### config.mk
export PLATFORM = sky130hd
export DESIGN_NAME = fft_sequencer
export DESIGN_NICKNAME = d
export VERILOG_FILES = /design/src/rtl/fft_pkg.sv /design/src/rtl/fft_wb_pipe.sv /design/src/rtl/fft_sequencer.sv
export SDC_FILE = /design/constraint.sdc
export NUM_CORES = 1
export LEC_CHECK = 0
export ABC_AREA = 1
export CORE_MARGIN = 2
export CORE_UTILIZATION = 45
export DETAILED_ROUTE_END_ITERATION = 12
export GPL_TIMING_DRIVEN = 0
export PLACE_DENSITY = 0.72
export SLEW_MARGIN = 20
export SYNTH_ARGS = -nofsm -noshare
export SYNTH_HDL_FRONTEND = slang
export SYNTH_SLANG_ARGS = --single-unit
export TNS_END_PERCENT = 30
### constraint.sdc
create_clock -name clk -period 5.8 [get_ports clk]
set_clock_uncertainty 0.1 [all_clocks]
set_input_delay 1.16 -clock clk [delete_from_list [all_inputs] [get_ports clk]]
set_output_delay 1.16 -clock clk [all_outputs]
set_load 0.01 [all_outputs]
### src/rtl/fft_pkg.sv
// Shared types, default sizes and address helpers for the FFT sequencer.
package fft_pkg;

  localparam int unsigned FFT_N        = 8;
  localparam int unsigned FFT_LOG2N    = 3;
  localparam int unsigned FFT_BFLY_LAT = 2;

  // Helper result widths follow the default LOG2N; raise FFT_LOG2N for larger transforms.
  localparam int unsigned FFT_AW   = FFT_LOG2N;
  localparam int unsigned FFT_TW_W = FFT_AW - 1;

  typedef enum logic [2:0] {
    StIdle,
    StLoad,
    StCalc,
    StFlush,
    StUnload
  } fft_state_e;

  typedef struct packed {
    logic [FFT_AW-1:0]   a;
    logic [FFT_AW-1:0]   b;
    logic [FFT_TW_W-1:0] tw;
  } bfly_addr_t;

  // Reverse the low nbits bits of v.
  function automatic logic [FFT_AW-1:0] bitrev(input int unsigned v, input int unsigned nbits);
    logic [FFT_AW-1:0] r;
    r = '0;
    for (int i = 0; i < int'(FFT_AW); i++) begin
      if (i < int'(nbits)) r[int'(nbits) - 1 - i] = v[i];
    end
    return r;
  endfunction

  // Read/write pair and twiddle index for butterfly k of stage s.
  function automatic bfly_addr_t bfly_addr(input int unsigned s, input int unsigned k,
                                           input int unsigned log2n);
    bfly_addr_t  r;
    int unsigned half;
    int unsigned pos;
    int unsigned a;
    half = 32'd1 << s;
    pos  = k & (half - 32'd1);
    a    = ((k >> s) << (s + 32'd1)) | pos;
    r.a  = FFT_AW'(a);
    r.b  = FFT_AW'(a + half);
    r.tw = FFT_TW_W'(pos << (log2n - 32'd1 - s));
    return r;
  endfunction

endpackage

### src/rtl/fft_wb_pipe.sv
// Delay line that replays each issued butterfly address pair as a write-back LAT cycles later.
module fft_wb_pipe
  import fft_pkg::*;
#(
  parameter int unsigned LAT = FFT_BFLY_LAT,
  parameter int unsigned AW  = FFT_LOG2N
) (
  input  logic          clk,
  input  logic          rst,
  input  logic          i_valid,
  input  logic [AW-1:0] i_addr_a,
  input  logic [AW-1:0] i_addr_b,
  output logic          o_we,
  output logic [AW-1:0] o_addr_a,
  output logic [AW-1:0] o_addr_b
);

  logic          r_vld [LAT];
  logic [AW-1:0] r_a   [LAT];
  logic [AW-1:0] r_b   [LAT];

  // Shift valid and address pairs one stage per cycle; reset drops anything in flight.
  always_ff @(posedge clk) begin
    if (rst) begin
      for (int i = 0; i < int'(LAT); i++) begin
        r_vld[i] <= 1'b0;
        r_a[i]   <= '0;
        r_b[i]   <= '0;
      end
    end else begin
      r_vld[0] <= i_valid;
      r_a[0]   <= i_addr_a;
      r_b[0]   <= i_addr_b;
      for (int i = 1; i < int'(LAT); i++) begin
        r_vld[i] <= r_vld[i-1];
        r_a[i]   <= r_a[i-1];
        r_b[i]   <= r_b[i-1];
      end
    end
  end

  // Addresses read as zero whenever no write is due.
  always_comb begin
    o_we     = r_vld[LAT-1];
    o_addr_a = r_vld[LAT-1] ? r_a[LAT-1] : '0;
    o_addr_b = r_vld[LAT-1] ? r_b[LAT-1] : '0;
  end

endmodule

### src/rtl/fft_sequencer.sv
// Control sequencer for the in-place radix-2 DIT FFT: load, per-stage issue/flush, unload.
module fft_sequencer
  import fft_pkg::*;
#(
  parameter int unsigned N        = FFT_N,
  parameter int unsigned LOG2N    = FFT_LOG2N,
  parameter int unsigned BFLY_LAT = FFT_BFLY_LAT
) (
  input  logic             clk,
  input  logic             rst,
  input  logic             in_valid,
  output logic             in_ready,
  output logic             ld_we,
  output logic [LOG2N-1:0] ld_addr,
  output logic             bf_issue,
  output logic [LOG2N-1:0] bf_raddr_a,
  output logic [LOG2N-1:0] bf_raddr_b,
  output logic [LOG2N-2:0] bf_tw_idx,
  output logic             bf_we,
  output logic [LOG2N-1:0] bf_waddr_a,
  output logic [LOG2N-1:0] bf_waddr_b,
  output logic             out_valid,
  input  logic             out_ready,
  output logic [LOG2N-1:0] out_addr,
  output logic             busy,
  output logic             done
);

  localparam int unsigned KW   = LOG2N - 1;
  localparam int unsigned SW   = $clog2(LOG2N);
  localparam int unsigned FW   = (BFLY_LAT > 1) ? $clog2(BFLY_LAT) : 1;
  localparam int unsigned TW_W = LOG2N - 1;

  fft_state_e       r_state, w_state_d;
  logic [LOG2N-1:0] r_ld_cnt, w_ld_cnt_d;
  logic [KW-1:0]    r_k, w_k_d;
  logic [SW-1:0]    r_s, w_s_d;
  logic [FW-1:0]    r_fl_cnt, w_fl_cnt_d;
  logic [LOG2N-1:0] r_out_cnt, w_out_cnt_d;
  bfly_addr_t       w_bf;

  // State and counter registers.
  always_ff @(posedge clk) begin
    if (rst) begin
      r_state   <= StIdle;
      r_ld_cnt  <= '0;
      r_k       <= '0;
      r_s       <= '0;
      r_fl_cnt  <= '0;
      r_out_cnt <= '0;
    end else begin
      r_state   <= w_state_d;
      r_ld_cnt  <= w_ld_cnt_d;
      r_k       <= w_k_d;
      r_s       <= w_s_d;
      r_fl_cnt  <= w_fl_cnt_d;
      r_out_cnt <= w_out_cnt_d;
    end
  end

  // Next-state logic and all strobes/addresses except the write-back port.
  always_comb begin
    w_state_d   = r_state;
    w_ld_cnt_d  = r_ld_cnt;
    w_k_d       = r_k;
    w_s_d       = r_s;
    w_fl_cnt_d  = r_fl_cnt;
    w_out_cnt_d = r_out_cnt;
    in_ready    = 1'b0;
    ld_we       = 1'b0;
    ld_addr     = '0;
    bf_issue    = 1'b0;
    bf_raddr_a  = '0;
    bf_raddr_b  = '0;
    bf_tw_idx   = '0;
    out_valid   = 1'b0;
    out_addr    = '0;
    done        = 1'b0;
    busy        = (r_state != StIdle);
    w_bf        = bfly_addr(32'(r_s), 32'(r_k), LOG2N);

    unique case (r_state)
      StIdle, StLoad: begin
        in_ready = 1'b1;
        if (in_valid) begin
          ld_we   = 1'b1;
          ld_addr = LOG2N'(bitrev(32'(r_ld_cnt), LOG2N));
          if (r_ld_cnt == LOG2N'(N - 1)) begin
            w_ld_cnt_d = '0;
            w_state_d  = StCalc;
          end else begin
            w_ld_cnt_d = r_ld_cnt + LOG2N'(1);
            w_state_d  = StLoad;
          end
        end
      end
      StCalc: begin
        bf_issue   = 1'b1;
        bf_raddr_a = LOG2N'(w_bf.a);
        bf_raddr_b = LOG2N'(w_bf.b);
        bf_tw_idx  = TW_W'(w_bf.tw);
        if (r_k == KW'(N / 2 - 1)) begin
          w_k_d      = '0;
          w_fl_cnt_d = '0;
          w_state_d  = StFlush;
        end else begin
          w_k_d = r_k + KW'(1);
        end
      end
      StFlush: begin
        // Hold off the next stage until its inputs have been written back.
        if (r_fl_cnt == FW'(BFLY_LAT - 1)) begin
          w_fl_cnt_d = '0;
          if (r_s == SW'(LOG2N - 1)) begin
            w_s_d       = '0;
            w_out_cnt_d = '0;
            w_state_d   = StUnload;
          end else begin
            w_s_d     = r_s + SW'(1);
            w_state_d = StCalc;
          end
        end else begin
          w_fl_cnt_d = r_fl_cnt + FW'(1);
        end
      end
      StUnload: begin
        out_valid = 1'b1;
        out_addr  = r_out_cnt;
        if (out_ready) begin
          if (r_out_cnt == LOG2N'(N - 1)) begin
            done        = 1'b1;
            w_out_cnt_d = '0;
            w_state_d   = StIdle;
          end else begin
            w_out_cnt_d = r_out_cnt + LOG2N'(1);
          end
        end
      end
      default: w_state_d = StIdle;
    endcase
  end

  fft_wb_pipe #(
    .LAT(BFLY_LAT),
    .AW (LOG2N)
  ) u_wb_pipe (
    .clk     (clk),
    .rst     (rst),
    .i_valid (bf_issue),
    .i_addr_a(bf_raddr_a),
    .i_addr_b(bf_raddr_b),
    .o_we    (bf_we),
    .o_addr_a(bf_waddr_a),
    .o_addr_b(bf_waddr_b)
  );

endmodule

Word level (Yosys, flattened, before mapping)
Memories as Yosys holds them, arrays and structs flattened.
Cells that the tools add are included.
- bitwise operators: 8
- muxes and demuxes: 44
- shift-type cells: 4
- equality and inequality tests: 14
- reduce and logical (&&, ||, !) cells: 10
- add/subtract/negate cells: 9
- operators by type and width (operator ; count):
    $mux 3 ; 22
    $and 2x32->32 ; 1
    $shl 1x2->32 const A ; 1
    $shl 32x3->3 ; 1
    $shl 32x32->2 ; 1
    $shr 2x2->32 ; 1
    $sub 32x1->32 const B ; 1
    $mux 1 ; 15
    $ne 2x2->1 const B ; 6
    $pmux 3 s4 ; 1
    $eq 3x3->1 const B ; 3
    $mux 2 ; 4
    $add 3x1->3 const B ; 2
    $eq 3x2->1 const B ; 2
    $or 1x1->1 ; 6
    $pmux 3 s2 ; 1
    $reduce_and 2->1 ; 3
    $reduce_and 5->1 ; 1
    $add 2x1->2 const B ; 2
    $eq 2x2->1 const B ; 2
    $reduce_and 4->1 ; 1
    $reduce_bool 2->1 ; 2
    $add 2x1->3 const B ; 1
    $add 3x3->3 ; 1
    other kinds (8) ; 8
- memories kept: 3
- input bits: 4
- RAM bits: 14
- bits in registers: 14
- memories (memory ; words ; bits a word ; rd ports ; clocked after memory_dff ; write ports ; line ; source):
    u_wb_pipe.r_a ; 2 ; 3 ; 2 ; 0 ; 2 ; fft_wb_pipe.sv:19 ; logic [AW-1:0] r_a [LAT];
    u_wb_pipe.r_b ; 2 ; 3 ; 2 ; 0 ; 2 ; fft_wb_pipe.sv:20 ; logic [AW-1:0] r_b [LAT];
    u_wb_pipe.r_vld ; 2 ; 1 ; 2 ; 0 ; 2 ; fft_wb_pipe.sv:18 ; logic r_vld [LAT];

Depth between registers and ports, before layout
- word-level depth: 7
- mapped depth: 12

By module
From an unflattened synthesis, not the netlist that was laid out.
- cells, all modules: 209
- area, all modules: 1446.4 um2
- by module, submodules not included (module ; area each (um2) ; instances ; cells each):
    fft_sequencer ; 1004.7 ; 1 ; 154
    fft_wb_pipe ; 441.7 ; 1 ; 55

Worst setup path after synthesis
Ideal clock, no wire load.
- kind: reg2out
- start: reg r_s[0]
- end: out bf_raddr_b[2]
- setup slack: 2.393 ns
- cell stages (with the launch flop): 13
- data arrival time: 2.147 ns
- cells stage by stage: dfxtp_1 > inv_1 > ha_1 > nor2_1 > a21oi_1 > inv_1 > ha_1 > fa_1 > xnor2_1 > inv_1 > nand2_1 > nand2_1 > nor2_1
- word-level cells in the longest chain between the ends: 6
- elaborated cells on any way between the ends: 9
- ends and longest elaborated chain (what ; line ; source):
    from (decl) ; fft_sequencer.sv:37 ; logic [SW-1:0] r_s, w_s_d;
    from (signal assigned) ; fft_sequencer.sv:55 ; r_s <= w_s_d;
    $shl 1x2->32 ; fft_pkg.sv:43 ; half = 32'd1 << s;
    $sub 32x1->32 ; fft_pkg.sv:44 ; pos = k & (half - 32'd1);
    $and 2x32->32 ; fft_pkg.sv:44 ;
    $or 3x3->3 ; fft_pkg.sv:45 ; a = ((k >> s) << (s + 32'd1)) | pos;
    $add 3x3->3 (*) ; fft_pkg.sv:47 ; r.b = FFT_AW'(a + half);
    $mux 3 (*) ; fft_sequencer.sv:82 ; unique case (r_state)
    to (decl) ; fft_sequencer.sv:17 ; output logic [LOG2N-1:0] bf_raddr_b,
Every way passes the cells marked *; elsewhere a longest branch is shown, timed or not.

Worst setup path in the final report
Ends and elaborated chain as after synthesis.

==> reports/metrics.yaml <==
global_route:
  grt_max_degree: 17
  grt_use_total_pct: 14.35
  grt_pass1_wl_um: 4084
  grt_pass1_vias: 1016
  antenna_found_initial: 0
  grt-ovfl-total: 0
critical_path:
  worst-path-max-fanout: 7
  critPathMaxStageDelay_ns: 0.53
  critical_path.cell_chain: "inv_1 -> ha_1 -> nor2_1 -> a21oi_1 -> inv_1 -> ha_1 -> fa_1 -> xnor2_1 -> inv_1 -> nand2_1 -> nand2_1 -> nor2_1 -> clkdlybuf4s50_1"
  crit_path_end_kind: "output pin"
  crit_top_cell: "inv_1"
  r2r_slack_ns: 3.29
  crit_arrival_ns: 3.24
  start_kind: "flop"
  required_ns: 4.54
  path_class: "reg2out"
  cpMaxStageDelayCell: "clkdlybuf4s50_1"
timing:
  setup_tns_ns: 0
  whs_ns: 0.3101
  slew_viol_final: 0
  max_freq_mhz: 222.4
  worst_slack_ns: 1.304
  period_minus_slack_ns: 4.496
  setup_viol: 0
  slew_headroom_pct: 72.02
  rsz0062_at_grt: "false"
  tightest_slew_ns: 0.4197
  hold_viol_final: 0
  fin_crit_sh_pct: 77.51
synth:
  synth_top_family_by_area: "simple AND/OR/NAND/NOR gates"
  synthDistinctLibCells: 23
  postSynthAreaPerCell_um2: 7.064
  synthSimpleGateAreaFrac_pct: 29.58
  synthAdderAreaFrac_pct: 9.831
  synth_compound_area_share_pct: 9.746
  synthesis.area_um2: 1476
  ys.warnings.count: 0
  synth-seq-cells: 28
  syn_inst: 209
  muxShareOfSynthArea_pct: 0
  syn-num-nets: 224
  synthXorXnorAreaFrac_pct: 0.5932
  yosysSeqAreaShare_pct: 37.97
cells_and_area:
  nets: 258
  fillers: 300
  final_cell_mix: "inv_1 (40), nor2_1 (36), nand2_1 (31), clkdlybuf4s50_1 (29), dfxtp_1 (28)"
  layout-drive-gt1-share_pct: 11.57
  diodes: 0
  seqCellArea_um2: 560.5
  multi_input_area_um2: 734.5
  fin_cells: 286
  syn_to_final_growth_pct: 26.95
  layout_commonest_cell: "inv_1"
place:
  post-place-ws_ns: 1.674
  placed_cells: 282
  gp_congestion: 0.8558
  portBuffers: 29
  hpwlAfterDp_um: 2080
die:
  coreArea_um2: 3078
  dieWidth_um: 61.28
  die_h_um: 61.28
  io_pins: 31
  start_util_pct: 47.97
  rows: 20
  die-area_um2: 3755
hold_path:
  hold_path_class: "reg2reg"
pwr:
  p_per_area_nw_per_um2: 309.0
  max-vdd-ir-drop_mv: 0.2130
  p_leak_nw: 0.8411
  power.total_uw: 579.2
drt:
  first_pass_iters: 4
  routedWlPerCell_um: 9.056
  ant_nets: 0
  dr_total_vias: 1270
  wirelength_um: 2590
  drt_iter0_markers: 29
  viasPerCell: 4.441
  route.detailed.drc: 0
flow_run:
  cap_violations: 0
clock_network:
  clkTransAtPathRegs_ns: 0.15
  numCtsBuffers: 3
  clock_latency_ns: 0.33
  cts_max_level: 1
  cts_hold_buf: 0
  cts.sinks: 28
  clock_path_buffers: 2
  cts_setup_buffers: 0
  cts_resized: 0
  cts_root_buf: "clkbuf_4"
  cts_tree: "yes"
run_status:
  outcome: "finished clean"
[synthesized netlist by cell type]
| cell type | number | share of area (%) |
|---|---|---|
| inv_2 | 4 | 1.0 |
| nand3b_1 | 1 | 0.51 |
| nor2_1 | 36 | 9.2 |
| nor3_1 | 2 | 0.68 |
| nand2_1 | 31 | 7.9 |
| nand2_2 | 7 | 3.0 |
| nand3_1 | 12 | 4.1 |
| xnor2_1 | 1 | 0.59 |
| o21ai_1 | 1 | 0.34 |
| nand3_2 | 1 | 0.68 |
| a21oi_1 | 10 | 3.4 |
| a21oi_2 | 3 | 1.8 |
| clkbuf_1 | 1 | 0.25 |
| buf_2 | 1 | 0.34 |
| o21ai_0 | 8 | 2.7 |
| buf_4 | 1 | 0.51 |
| dfxtp_1 | 28 | 38 |
| ha_1 | 10 | 8.5 |
| nor2_2 | 5 | 2.1 |
| nor2_4 | 2 | 1.5 |
| inv_1 | 40 | 10 |
| a211oi_1 | 3 | 1.5 |
| fa_1 | 1 | 1.4 |
[path summary, 6_finish.rpt]
kind	startpoint	end	cells past startpoint
setup / recovery	r_s[0]$_SDFFE_PP0P_	bf_raddr_b[2]	13
hold / removal	u_wb_pipe.r_b[0][2]$_SDFF_PP0_	u_wb_pipe.r_b[0][5]$_SDFF_PP0_	2
setup reg to reg	r_s[0]$_SDFFE_PP0P_	u_wb_pipe.r_b[0][2]$_SDFF_PP0_	11
hold reg to reg	u_wb_pipe.r_b[0][2]$_SDFF_PP0_	u_wb_pipe.r_b[0][5]$_SDFF_PP0_	2
[sequential cells by signal, indices dropped and copies added (netlist names)]
| name | flops |
|---|---|
| r_state | 3 |
| r_fl_cnt | 1 |
| r_s | 2 |
| u_wb_pipe.r_a | 6 |
| u_wb_pipe.r_b | 6 |
| u_wb_pipe.r_vld | 2 |
| r_out_cnt | 3 |
| r_k | 2 |
| r_ld_cnt | 3 |
[metrics by stage]
stage          util (%)  instance area [um2]
5_1_grt           60.89                 1874
4_1_cts           60.89                 1874
3_3_place_gp      59.19                 1822
2_1_floorplan         -                 1476
6_report          60.89                 1874
3_5_place_dp      59.19                 1822
[layout make-up]
| class | instances | area share [%] |
|---|---|---|
| Inverter | 44 | 8.812 |
| Clock inverter | 1 | 1.602 |
| Multi-Input combinational cell | 134 | 39.19 |
| Clock buffer | 3 | 1.202 |
| Timing Repair Buffer | 29 | 15.49 |
| Sequential cell | 28 | 29.91 |
| Tap cell | 44 | 2.937 |
| Buffer | 3 | 0.8678 |
[cells by family after synthesis]
logic type	Yosys count
xor gates and xnor gates	1
and+or+nand+nor	97
adders and majority gates	11
DFF	28
buffers and inverters	47
AOI/OAI and AO/OA	25
[worst max-delay path, delay by kind of cell, from the launching register on]
family | cells | cell delay (ns)
flip-flops | 1 | 0.41
buffers and inverters | 4 | 0.81
AND/OR/NAND/NOR | 4 | 0.28
AO/OA/AOI/OAI | 1 | 0.28
adder cells (fa/ha/maj) | 3 | 0.92
XOR/XNOR | 1 | 0.20
[report_power, final]
| part | internal [mW] | switching (mW) | leakage, nW |
|---|---|---|---|
| Combinational | 0.0886 | 0.120 | 0.586 |
| Sequential | 0.218 | 0.0257 | 0.227 |
| Clock | 0.0700 | 0.0571 | 0.0279 |
| Total | 0.376 | 0.203 | 0.841 |
[routing by layer]
metal / wire (um) / vias to the layer above / GRT usage, %
met5: 0 / - / 0
met2: 1226 / 21 / 25.23
met4: 18 / 0 / 2.795
met3: 91 / 5 / 3.782
li1: - / 705 / -
met1: 1254 / 539 / 17.72
Note: power is estimated with default switching activity, not from simulation.
